## src/rtl/common_types_pkg.sv

```systemverilog
// common_types_pkg: shared types and helpers for the memory request arbiter.
//   word_t       32-bit bus word
//   arb_state_t  arbiter FSM states
//   arb_client_t granted client (fetch or data)
//   DWRITE_*     data write size encoding, shared by d_wen and m_dwrite
package common_types_pkg;
    typedef logic [31:0] word_t;
    typedef enum logic [1:0] {ARB_IDLE, ARB_ISSUE, ARB_WAIT, ARB_RESP} arb_state_t;
    typedef enum logic {CLIENT_I, CLIENT_D} arb_client_t;
    localparam logic [1:0] DWRITE_BYTE = 2'b01;
    localparam logic [1:0] DWRITE_HALF = 2'b10;
    localparam logic [1:0] DWRITE_WORD = 2'b11;
    function automatic logic is_dwrite(input logic [1:0] w);
        return w == DWRITE_BYTE || w == DWRITE_HALF || w == DWRITE_WORD;
    endfunction
endpackage

```

## src/rtl/arb_priority_sel.sv

```systemverilog
// arb_priority_sel: data-biased grant with fetch starvation guard.
//   clk, nrst        clock, synchronous active-low reset
//   en               arbitration allowed this cycle (arbiter idle)
//   i_req, d_req     pending requests from fetch and data clients
//   grant_i, grant_d one-hot grant, combinational, only while en
module arb_priority_sel #(
    parameter int MAX_D_STREAK = 4
) (
    input  logic clk,
    input  logic nrst,
    input  logic en,
    input  logic i_req,
    input  logic d_req,
    output logic grant_i,
    output logic grant_d
);
    localparam int SW = $clog2(MAX_D_STREAK + 1);
    logic [SW-1:0] streak_q, streak_d;
    logic force_i;
    assign force_i = streak_q == SW'(MAX_D_STREAK);
    assign grant_i = en && i_req && (!d_req || force_i);
    assign grant_d = en && d_req && !(i_req && force_i);
    // Streak only counts D grants that overtook a waiting fetch.
    always_comb
        streak_d = grant_i ? '0 :
                   grant_d ? (i_req ? (force_i ? streak_q : streak_q + 1'b1) : '0) : streak_q;
    always_ff @(posedge clk)
        streak_q <= !nrst ? '0 : streak_d;
endmodule

```

## src/rtl/mem_req_arbiter.sv

```systemverilog
// mem_req_arbiter: one-outstanding-transfer arbiter between fetch and data clients
// in front of the AHB-Lite bus master.
//   clk, nrst                 clock, synchronous active-low reset
//   i_req/i_addr -> i_ack/i_rdata                         fetch client handshake
//   d_ren/d_wen/d_addr/d_wdata -> d_ack/d_rdata/d_err     data client handshake
//   m_iread/m_dread/m_dwrite/m_iaddr/m_daddr/m_dstore     request to master
//   m_ihit/m_dhit/m_iload/m_dload                         completion from master
// Optional: define ARB_TIMEOUT_EN to abort a WAIT after TIMEOUT_CYCLES with d_err=1.
module mem_req_arbiter
    import common_types_pkg::*;
#(
    parameter int MAX_D_STREAK   = 4,
    parameter int TIMEOUT_CYCLES = 255
) (
    input  logic        clk,
    input  logic        nrst,
    input  logic        i_req,
    input  logic [31:0] i_addr,
    output logic        i_ack,
    output logic [31:0] i_rdata,
    input  logic        d_ren,
    input  logic [1:0]  d_wen,
    input  logic [31:0] d_addr,
    input  logic [31:0] d_wdata,
    output logic        d_ack,
    output logic [31:0] d_rdata,
    output logic        d_err,
    output logic        m_iread,
    output logic        m_dread,
    output logic [1:0]  m_dwrite,
    output logic [31:0] m_iaddr,
    output logic [31:0] m_daddr,
    output logic [31:0] m_dstore,
    input  logic        m_ihit,
    input  logic        m_dhit,
    input  logic [31:0] m_iload,
    input  logic [31:0] m_dload
);
    arb_state_t  state_q, state_d;
    arb_client_t client_q, client_d;
    logic [1:0]  wr_q, wr_d;
    word_t       addr_q, addr_d, wdata_q, wdata_d, rdata_q, rdata_d;
    logic        stale_q, stale_d;
    logic        d_req, grant_i, grant_d, hit, hit_ok, timed_out;

    assign d_req  = d_ren | is_dwrite(d_wen);
    assign hit    = (client_q == CLIENT_I) ? m_ihit : m_dhit;
    // A hit already high during ISSUE belongs to the previous transfer.
    assign hit_ok = hit && !stale_q;

    arb_priority_sel #(.MAX_D_STREAK(MAX_D_STREAK)) u_sel (
        .clk     (clk),
        .nrst    (nrst),
        .en      (state_q == ARB_IDLE),
        .i_req   (i_req),
        .d_req   (d_req),
        .grant_i (grant_i),
        .grant_d (grant_d)
    );

`ifdef ARB_TIMEOUT_EN
    localparam int TW = ($clog2(TIMEOUT_CYCLES + 1) > 8) ? $clog2(TIMEOUT_CYCLES + 1) : 8;
    logic [TW-1:0] tmo_q, tmo_d;
    logic          err_q, err_d;
    assign timed_out = (state_q == ARB_WAIT) && (tmo_q == TW'(TIMEOUT_CYCLES - 1));
    always_comb begin
        tmo_d = (state_q == ARB_WAIT) ? tmo_q + 1'b1 : '0;
        err_d = (state_q == ARB_WAIT) ? !hit_ok : (state_q == ARB_RESP) && err_q;
    end
    always_ff @(posedge clk) begin
        tmo_q <= !nrst ? '0 : tmo_d;
        err_q <= nrst && err_d;
    end
    assign d_err = (i_ack | d_ack) & err_q;
`else
    logic [31:0] unused_timeout;
    assign unused_timeout = 32'(TIMEOUT_CYCLES);
    assign timed_out      = 1'b0;
    assign d_err          = 1'b0;
`endif

    always_comb begin
        state_d  = state_q;
        client_d = client_q;
        wr_d     = wr_q;
        addr_d   = addr_q;
        wdata_d  = wdata_q;
        rdata_d  = rdata_q;
        stale_d  = stale_q;
        case (state_q)
            ARB_IDLE: if (grant_i | grant_d) begin
                state_d  = ARB_ISSUE;
                client_d = grant_i ? CLIENT_I : CLIENT_D;
                // A simultaneous read and write is served as the read.
                wr_d     = (grant_d && !d_ren) ? d_wen : 2'b00;
                addr_d   = grant_i ? i_addr : d_addr;
                wdata_d  = (grant_d && !d_ren) ? d_wdata : '0;
                rdata_d  = '0;
            end
            ARB_ISSUE: begin
                state_d = ARB_WAIT;
                stale_d = hit;
            end
            ARB_WAIT: begin
                stale_d = 1'b0;
                if (hit_ok | timed_out) begin
                    state_d = ARB_RESP;
                    rdata_d = (hit_ok && wr_q == 2'b00) ? ((client_q == CLIENT_I) ? m_iload : m_dload) : '0;
                end
            end
            default: state_d = ARB_IDLE;
        endcase
    end

    always_ff @(posedge clk) begin
        if (!nrst) begin
            state_q  <= ARB_IDLE;
            client_q <= CLIENT_I;
            wr_q     <= '0;
            addr_q   <= '0;
            wdata_q  <= '0;
            rdata_q  <= '0;
            stale_q  <= 1'b0;
        end else begin
            state_q  <= state_d;
            client_q <= client_d;
            wr_q     <= wr_d;
            addr_q   <= addr_d;
            wdata_q  <= wdata_d;
            rdata_q  <= rdata_d;
            stale_q  <= stale_d;
        end
    end

    assign m_iread  = state_q == ARB_ISSUE && client_q == CLIENT_I;
    assign m_dread  = state_q == ARB_ISSUE && client_q == CLIENT_D && wr_q == 2'b00;
    assign m_dwrite = (state_q == ARB_ISSUE && client_q == CLIENT_D) ? wr_q : 2'b00;
    assign m_iaddr  = (client_q == CLIENT_I) ? addr_q : '0;
    assign m_daddr  = (client_q == CLIENT_D) ? addr_q : '0;
    assign m_dstore = wdata_q;
    assign i_ack    = state_q == ARB_RESP && client_q == CLIENT_I;
    assign d_ack    = state_q == ARB_RESP && client_q == CLIENT_D;
    assign i_rdata  = i_ack ? rdata_q : '0;
    assign d_rdata  = d_ack ? rdata_q : '0;
endmodule

```

## config.mk

```make
export PLATFORM = sky130hd
export DESIGN_NAME = mem_req_arbiter
export DESIGN_NICKNAME = d
export VERILOG_FILES = /design/src/rtl/common_types_pkg.sv /design/src/rtl/arb_priority_sel.sv /design/src/rtl/mem_req_arbiter.sv
export SDC_FILE = /design/constraint.sdc
export NUM_CORES = 1
export LEC_CHECK = 0
export CAP_MARGIN = 40
export CORE_MARGIN = 4
export CORE_UTILIZATION = 35
export DETAILED_ROUTE_END_ITERATION = 12
export GPL_TIMING_DRIVEN = 0
export MAX_ROUTING_LAYER = met4
export PLACE_DENSITY_LB_ADDON = 0.05
export SYNTH_ARGS = -nofsm -noshare
export SYNTH_HDL_FRONTEND = slang
export SYNTH_HIERARCHICAL = 1
export SYNTH_SLANG_ARGS = --single-unit
```

## constraint.sdc

```tcl
create_clock -name clk -period 2 [get_ports clk]
set_clock_uncertainty 0.2 [all_clocks]
set_input_delay 0.3 -clock clk [delete_from_list [all_inputs] [get_ports clk]]
set_output_delay 0.3 -clock clk [all_outputs]
set_load 0.02 [all_outputs]
```

## Yosys cells after proc, flatten, opt, wreduce, memory -nomap -nowiden

Index checks and enable logic that the tools add are counted.

- Muxes and demuxes: 21
- Bitwise logic cells: 4
- Equal/unequal tests: 10
- Reduce and logical (&&, ||, !) cells: 29
- $add $sub $neg: 1

Operators by type and width:

| kind | count |
|---|---|
| 32-bit two-way mux | 10 |
| 32-bit case mux with 2 select lines | 1 |
| 1-bit logical AND | 13 |
| 2-bit equality test, second input constant | 4 |
| 2-bit two-way mux | 4 |
| 3-bit two-way mux | 2 |
| 2-bit != test, second input constant | 3 |
| 2-bit case mux with 3 select lines | 1 |
| 2-bit AND reduction | 3 |
| 2-bit by 1-bit equality test with 1-bit output, second input constant | 2 |
| 1-bit zero test | 4 |
| 2-bit zero test | 2 |
| 2-bit nonzero test | 2 |
| 3-bit by 1-bit adder with 3-bit output, second input constant | 1 |
| 3-bit equality test, second input constant | 1 |
| 1-bit logical OR | 3 |
| 3-bit AND reduction | 1 |
| 1-bit two-way mux | 2 |
| 1-bit NOT | 2 |
| 1-bit bitwise OR | 2 |
| 1-bit case mux with 2 select lines | 1 |
| 2-bit OR reduction | 1 |

- Input bits: 168
- Output and inout bits: 167
- Logic and storage cells: 73
- Bits in registers: 105

## Depth between registers and ports, before layout

Gate-level depths: netlist of the first run.

- Depth after elaboration: 10
- Gate-level depth with buffers: 11
- Gate-level depth less buffers: 8

## Modules after synthesis

The synthesis of the first run kept the hierarchy.

By module, submodules not included:

| module | cells each | seq. area each (um^2) | area an instance (um^2) | instances |
|---|---|---|---|---|
| mem_req_arbiter | 666 | 2,042.0 | 5,816.8 | 1 |
| arb_priority_sel | 27 | 60.1 | 207.7 | 1 |

## Worst setup path after synthesis of the first run

Ideal clock, no wire load.

- Path type: input-to-reg
- Start point: in d_ren
- End point: reg rdata_q[10]
- Slack: -0.148 ns
- Cell stages on the path: 9
- Arrival time: 1.832 ns
- Setup time: 0.116 ns
- Path through: or3_1 > a21boi_2 > nor2_1 > buf_4 > nor2_4 > a21oi_2 > and2_4 > buf_12 > o21ai_2

- Word-level cells in the longest chain between the ends: 7
- Elaborated cells between the ends (all ways): 9
- Those cells by class: eq/ne (1); bitwise (2); reduce/logical (6)

Ends and longest elaborated chain:

| item | line | source |
|---|---|---|
| from (decl) | mem_req_arbiter.sv:21 | `input logic d_ren,` |
| 1-bit bitwise OR | mem_req_arbiter.sv:46 | `assign d_req = d_ren \| is_dwrite(d_wen);` |
| 1-bit zero test | arb_priority_sel.sv:21 | `assign grant_i = en && i_req && (!d_req \|\| force_i);` |
| 1-bit logical OR | arb_priority_sel.sv:21 |  |
| 1-bit logical AND | arb_priority_sel.sv:21 |  |
| named net grant_i | mem_req_arbiter.sv:44 | `logic d_req, grant_i, grant_d, hit, hit_ok, timed_out;` |
| 1-bit bitwise OR | mem_req_arbiter.sv:91 | `ARB_IDLE: if (grant_i \| grant_d) begin` |
| 2-bit != test (no line) | n/a |  |
| 3-bit AND reduction (no line) | n/a |  |
| to (signal assigned) | mem_req_arbiter.sv:130 | `rdata_q <= rdata_d;` |
| to (decl) | mem_req_arbiter.sv:42 | `word_t addr_q, addr_d, wdata_q, wdata_d, rdata_q, rdata_d;` |

The timed path passes the listed nets, and every way through them passes these cells.
A chain may end at the register's enable or synchronous reset.

## Worst setup path in the final report of the first run

- Start point: reg state_q[0]
- End point: out i_rdata[5]

- Word-level cells in the longest chain between the ends: 3

Ends and longest elaborated chain:

| item | line | source |
|---|---|---|
| from (decl) | mem_req_arbiter.sv:39 | `arb_state_t state_q, state_d;` |
| from (signal assigned) | mem_req_arbiter.sv:125 | `state_q <= state_d;` |
| 2-bit equality test | mem_req_arbiter.sv:141 | `assign i_ack = state_q == ARB_RESP && client_q == CLIENT_I;` |
| 1-bit logical AND | mem_req_arbiter.sv:141 |  |
| 32-bit two-way mux | mem_req_arbiter.sv:143 | `assign i_rdata = i_ack ? rdata_q : '0;` |
| to (decl) | mem_req_arbiter.sv:20 | `output logic [31:0] i_rdata,` |

No other way between the ends.

==> results of run 1 <==
-- sequential cells by signal, summed over array words and instances (netlist names) --
name / cells
addr_q: 32
m_dstore: 32
rdata_q: 32
u_sel/streak_q: 3
state_q: 2
wr_q: 2
client_q: 1
stale_q: 1
-- power by group through the flow --
stage	combinational, mW	clock (mW)	sequential [mW]
global route	8.92	1.97	2.91
detailed placement	6.28	0	2.86
floorplan	3.87	0	2.88
finish	8.35	1.86	2.84
CTS	7.86	1.89	2.83
global placement	6.28	0	2.85
-- logic make-up after synthesis --
group / count (synthesis)
compound gates: 112
fa+ha+maj: 7
buf+inv: 72
flops: 105
mux: 67
other cells: 1
simple gates: 329
-- through the flow --
step                hold slack [ps]  total power [mW]  util (%)  cells
finish                        102.0             13.05     67.23   1312
global route                  141.4             13.80     67.23   1312
CTS                           109.6             12.58     64.44   1304
detailed placement            254.8             9.133     57.89   1246
global placement              248.6             9.129     57.89   1246
floorplan                     240.0             6.750         -    693
-- layout make-up --
cell class              count  area, um^2  share of cell area [%]
clock buffers               9       225.2                   2.006
flip-flops and latches    105        2112                   18.81
repair buffers            387        3887                   34.62
inverters                   4       15.01                  0.1337
multi-input cells         516        3943                   35.11
clock inverters             7       78.83                  0.7020
well taps                 220       275.3                   2.452
plain buffers              64       691.9                   6.162
-- cells in the final DEF (no fill, tap or decap), drive strengths merged, types with 2 or more instances in the layout --
cell             n
nor2             7
inv              6
nand2          111
nor3             2
clkbuf          35
clkdlybuf4s15    2
a21oi            4
o211a           32
a21boi          36
and2            67
dfxtp          105
nand3           34
and3            35
nand4           34
mux2            32
clkinvlp         3
mux2i           35
o21ai           38
dlygate4sd2      2
nor2b           38
bufbuf           2
ha               7
buf            223
clkdlybuf4s50  195
-- worst max-delay path, delay by kind of cell, from the launching register on --
family	cells	cell delay, ps
and+or+nand+nor	2	290
buffers and inverters	4	480
adders and majority gates	1	160
DFF	1	370
-- metal layers --
layer	wire (um)	vias up	track usage [%]	share of wire, %
met1	9648	3013	27.30	40
met3	1726	26	7.069	7.1
met2	12350	234	42.39	51
li1	-	3186	-	-
met5	0	-	-	0
met4	452	0	7.055	1.9
-- worst max path at each step --
stage,depth (start not counted),slack (ps),start,to
floorplan,10,-20,d_wen[1],addr_q[23]$_SDFFE_PN0P_
global placement,9,-740,d_wen[1],addr_q[26]$_SDFFE_PN0P_
detailed placement,11,-750,d_wen[1],addr_q[21]$_SDFFE_PN0P_
CTS,7,-180,state_q[1]$_SDFFE_PN0P_,i_rdata[5]
global route,11,-220,state_q[1]$_SDFFE_PN0P_,rdata_q[21]$_SDFFE_PN0P_
finish,7,-160,state_q[0]$_SDFFE_PN0P_,i_rdata[5]
-- repair_timing --
item | CTS | global route
buffers inserted | 34 | 6
hold endpoints to repair | 0 | 0
cloned | 8 | 6
resized for setup | 831 | 130
hold buffers | 0 | 0
endpoints found under the setup margin | 234 | 193
pin swaps | 23 | 27
==> impl_metrics.toml, run 1 <==
[final_layout]
area_growth_pct = 86.38
antennaDiodeCount = 0
drive_gt1_share_pct = 39.10
n_fill_cell = 1376
nets = 1262
stdcell_area_um2 = 11230

[cts]
cts.sinks = 105
clock_latency_ps = 350
cts_tree = "built"
clkTransAtPathRegs_ps = 70
htreeDepth = 3
clock_path_buffers = 2
root_buffer = "clkbuf_16"
numCtsBuffers = 9

[yosys]
async_reset_ff_share_pct = 0
synthesis.area_um2 = 6025
synth_top_family_by_area = "simple AND/OR/NAND/NOR gates"
synth.top_cell.area_share_pct = 34.89
postSynthAreaPerCell_um2 = 8.693
yosysUniqueCellTypes = 38
syn_inst = 693
synth_compound_area_share_pct = 15.78
synth_ff_type = "dfxtp_1"
synth_fa_ha_area_share_pct = 1.454
yosys_warnings = 6
synthMuxAreaShare_pct = 12.00
synth_xor_xnor_area_share_pct = 0
synth_area_leaders = "dfxtp_1 (35%), nand2_1 (6.9%), and2_1 (6.7%)"
synth_most_common_cell = "nand2_1"
ys_ff_latch = 105
synth_edf_count = 0
yosys.area_share.simple_pct = 28.89
seq_area_frac_synth_pct = 34.89
ys_top_cells_by_count = "nand2_1 (111), dfxtp_1 (105), and2_1 (65), nor2b_1 (37), and3_1 (35)"
synth_fp_nets = 868
yosysTopAreaCell = "dfxtp_1"

[routing]
drt-pass1-iter-count = 4
wl_per_cell_um = 18.43
drt_iter0_drc = 188
final_antenna_net_count = 0
routed_wl_um = 24180
drc_errors = 0
vias = 6459
via_per_inst = 4.923

[power]
switching_power_mw = 5.242
irDropWorstVdd_mv = 0.6540
pwr-share-clk_pct = 14.2
switching_share_pct = 40.17
p_leak_nw = 4.883
comb_power_share_pct = 64.0
p_seq_share_pct = 21.8
p_per_area_nw_per_um2 = 1162
p_int_mw = 7.807

[placed_design]
place_ws_ps = -747.2
dpl_cell_area_um2 = 9668
post-dp-hpwl_um = 17460
port_buffers = 333
gp_congestion = 0.7922

[floorplanning]
die_y_um = 139.2
start_util_pct = 36.07
row_count = 47
coreArea_um2 = 16700
die_w_um = 139.2
ioPinCount = 335
die_area_um2 = 19380

[global_routing]
grt_pass1_vias = 6684
grt.total_usage_pct = 24.41
antenna_found_initial = 0
grt_pass1_wl_um = 37140
gr-total-overflow = 0
grt_max_degree = 19

[min_path]
whs_path_depth = 3
hp-start = "d_wen[0]"
hold_path_end = "wr_q[0]$_SDFFE_PN0P_"
hold_class = "in2reg"

[critical_path]
cpMostUsedCell = "buf_6"
rr_startpoint = "state_q[1]$_SDFFE_PN0P_"
path_cells = "ha_4 -> nor2b_4 -> buf_6 -> buf_8 -> buf_12 -> and2_4 -> buf_6"
crit_type = "reg2out"
endpoint_kind = "primary output"
critical_path.max_stage_delay_ps = 370
startpoint_type = "register"
crit_arrival_ps = 1660
reg2reg_slack_ps = -110
slowest_stage = "dfxtp_4"
r2r_end = "rdata_q[21]$_SDFFE_PN0P_"
crit_required_ps = 1500
rr_worst_depth = 11
cp_max_fo = 4

[sta]
clock.fmax_mhz = 463.6
slew_viol_final = 0
setup_tns_ps = -7274
finalSetupViolCount = 129
rsz0062_at_grt = "yes"
finalCritPeriodShare_pct = 107.8
timing.final.ws_setup_ps = -156.9
post-route-min-period_ps = 2157
hold_violations = 0

[run]
maxCapViolCount = 0

[outcome]
outcome = "complete, but fails checks"
violations = "setup timing"
Note: power is estimated with default switching activity, not from simulation.
==> run 2, diff against run 1 <==
--- a/constraint.sdc
+++ b/constraint.sdc
@@ -4,2 +4,2 @@
 set_output_delay 0.3 -clock clk [all_outputs]
-set_load 0.02 [all_outputs]
+set_load 0.005 [all_outputs]
==> run 2 against run 1 <==
Effect of this change:
- the run still ends with setup timing left
- count of clock-buffer cells in the layout did not move
- setup slack got worse by 53 ps
- combinational power rose by 21%
- sequential power rose by 1%
- routed wire length rose by 8.6%
- register-to-register slack got worse by 100 ps
- critical endpoint is now rdata_q[22]$_SDFFE_PN0P_
- largest cell class unchanged
==> impl_metrics.toml, run 2 (synthesis results as in run 1) <==
[routing]
drt_iter0_drc = 226
wl_per_cell_um = 19.55
via_per_inst = 5.026
vias = 6750
drc_errors = 0
drt-pass1-iter-count = 5
routed_wl_um = 26260
final_antenna_net_count = 0

[final_layout]
antennaDiodeCount = 0
area_growth_pct = 102.6
layout_common_cells = "clkdlybuf4s50_1 (196), dfxtp_1 (100), buf_6 (79)"
instances_no_fill = 1343
seqCellArea_um2 = 2116
layout_commonest_cell = "clkdlybuf4s50_1"
multi_input_area_um2 = 4407
drive_gt1_share_pct = 48.80
stdcell_area_um2 = 12200
nets = 1293
n_fill_cell = 1294

[placed_design]
post-dp-hpwl_um = 17770
dpl.cell_count = 1246
dpl_cell_area_um2 = 9667
gp_congestion = 0.8110
place_ws_ps = -702.4
port_buffers = 333

[cts]
clock_path_buffers = 2
cts_tree = "built"
root_buffer = "clkbuf_16"
numCtsBuffers = 9
clock_latency_ps = 360
cts_hold_buffers = 0
htreeDepth = 3
cts.sinks = 105
clkTransAtPathRegs_ps = 80

[sta]
slew_viol_final = 0
post-route-min-period_ps = 2210
finalSetupViolCount = 127
finalCritPeriodShare_pct = 110.5
rsz0062_at_grt = "yes"
hold_violations = 0
timing.final.ws_setup_ps = -210.1
clock.fmax_mhz = 452.5

[critical_path]
slowest_stage = "dfxtp_4"
critPathCapture = "rdata_q[22]$_SDFFE_PN0P_"
critical_path.max_stage_delay_ps = 370
critPathLaunch = "state_q[0]$_SDFFE_PN0P_"
r2r_end = "rdata_q[22]$_SDFFE_PN0P_"
cp_max_fo = 5
path_cells = "buf_6 -> inv_4 -> ha_4 -> buf_12 -> nand2_4 -> nor2_4 -> nor2_4 -> buf_12 -> a21oi_4 -> and2_4 -> buf_12 -> buf_12 -> buf_12 -> o21ai_2"
endpoint_kind = "register"
cpMostUsedCell = "buf_12"
path_depth = 14
startpoint_type = "register"
reg2reg_slack_ps = -210
rr_worst_depth = 14
crit_arrival_ps = 2250
crit_required_ps = 2040
rr_startpoint = "state_q[0]$_SDFFE_PN0P_"
cp_num_buf_inv = 7
path_delay_family = "buffers and inverters"
crit_type = "reg2reg"

[floorplanning]
die_y_um = 139.2
ioPinCount = 335
row_count = 47
coreArea_um2 = 16700
start_util_pct = 36.07
die_w_um = 139.2
die_area_um2 = 19380

[global_routing]
grt_pass1_vias = 7113
grt_pass1_wl_um = 39590
grt.total_usage_pct = 26.30
gr-total-overflow = 0
grt_max_degree = 19
antenna_found_initial = 0

[run]
maxCapViolCount = 0

[power]
p_leak_nw = 5.267
p_per_area_nw_per_um2 = 1224
irDropWorstVdd_mv = 0.6993

[outcome]
violations = "setup timing"
outcome = "complete, but fails checks"

[min_path]
hold_class = "in2reg"
-- run 2: worst reg2reg max path, cell delays in order, from the launching register on --
cell and delay, ps:
dfxtp_4 370, buf_6 120, inv_4 50, ha_4 170
buf_12 120, nand2_4 50, nor2_4 130, nor2_4 70
buf_12 120, a21oi_4 130, and2_4 180, buf_12 110
buf_12 110, buf_12 110, o21ai_2 50
-- run 2: area by class of cell --
cell class                      count  share of cell area [%]
Clock buffer                        9                   1.846
Clock inverter                      7                  0.8305
Multi-Input combinational cell    516                   36.11
Sequential cell                   105                   17.34
Inverter                            4                  0.1641
Timing Repair Buffer              421                   34.84
Tap cell                          220                   2.256
Buffer                             61                   6.613
-- run 2: where the power goes --
part           total, mW  switching, mW  internal (mW)
clock network       1.98          0.867           1.11
logic               10.1           4.38           5.70
registers           2.88          0.335           2.55
total               14.9           5.58           9.36
-- run 2: what timing repair did --
| action | 4_1_cts | 5_1_grt |
|---|---|---|
| cloned | 28 | 5 |
| pin swaps | 80 | 77 |
| buffers inserted | 58 | 10 |
| setup endpoints to repair | 234 | 197 |
| resized for setup | 723 | 269 |
-- run 2: through the flow --
step                      setup TNS [ps]  utilization [%]  hold slack (ps)  total power [mW]
after floorplan                    -1187                -            240.0             6.206
after global placement           -115880            57.88            248.8             8.593
after detailed placement         -116700            57.88            256.2             8.594
after CTS                         -10140            70.00            150.1             14.31
after global routing              -21070            73.07            162.0             15.65
final                             -13980            73.07            154.7             14.93
-- run 2: worst min path at each step --
stage                               from                         to  slack (ps)  depth (start not counted)
6_report                        d_wen[0]       wr_q[0]$_SDFFE_PN0P_         150                          3
5_1_grt                         d_wen[1]       wr_q[1]$_SDFFE_PN0P_         160                          3
4_1_cts                         d_wen[1]       wr_q[1]$_SDFFE_PN0P_         150                          3
3_5_place_dp    m_dstore[1]$_SDFFE_PN0P_   m_dstore[1]$_SDFFE_PN0P_         260                          2
3_3_place_gp   m_dstore[28]$_SDFFE_PN0P_  m_dstore[28]$_SDFFE_PN0P_         250                          2
2_1_floorplan   rdata_q[31]$_SDFFE_PN0P_   rdata_q[31]$_SDFFE_PN0P_         240                          2
-- run 2: layer usage --
metal	wire, um	part of all wire, %	global-route usage (%)	vias up
li1	-	-	-	3251
met1	9947	38	28.43	3195
met2	13630	52	46.41	261
met3	1990	7.6	7.552	43
met4	691	2.6	8.599	0
met5	0	0	-	-
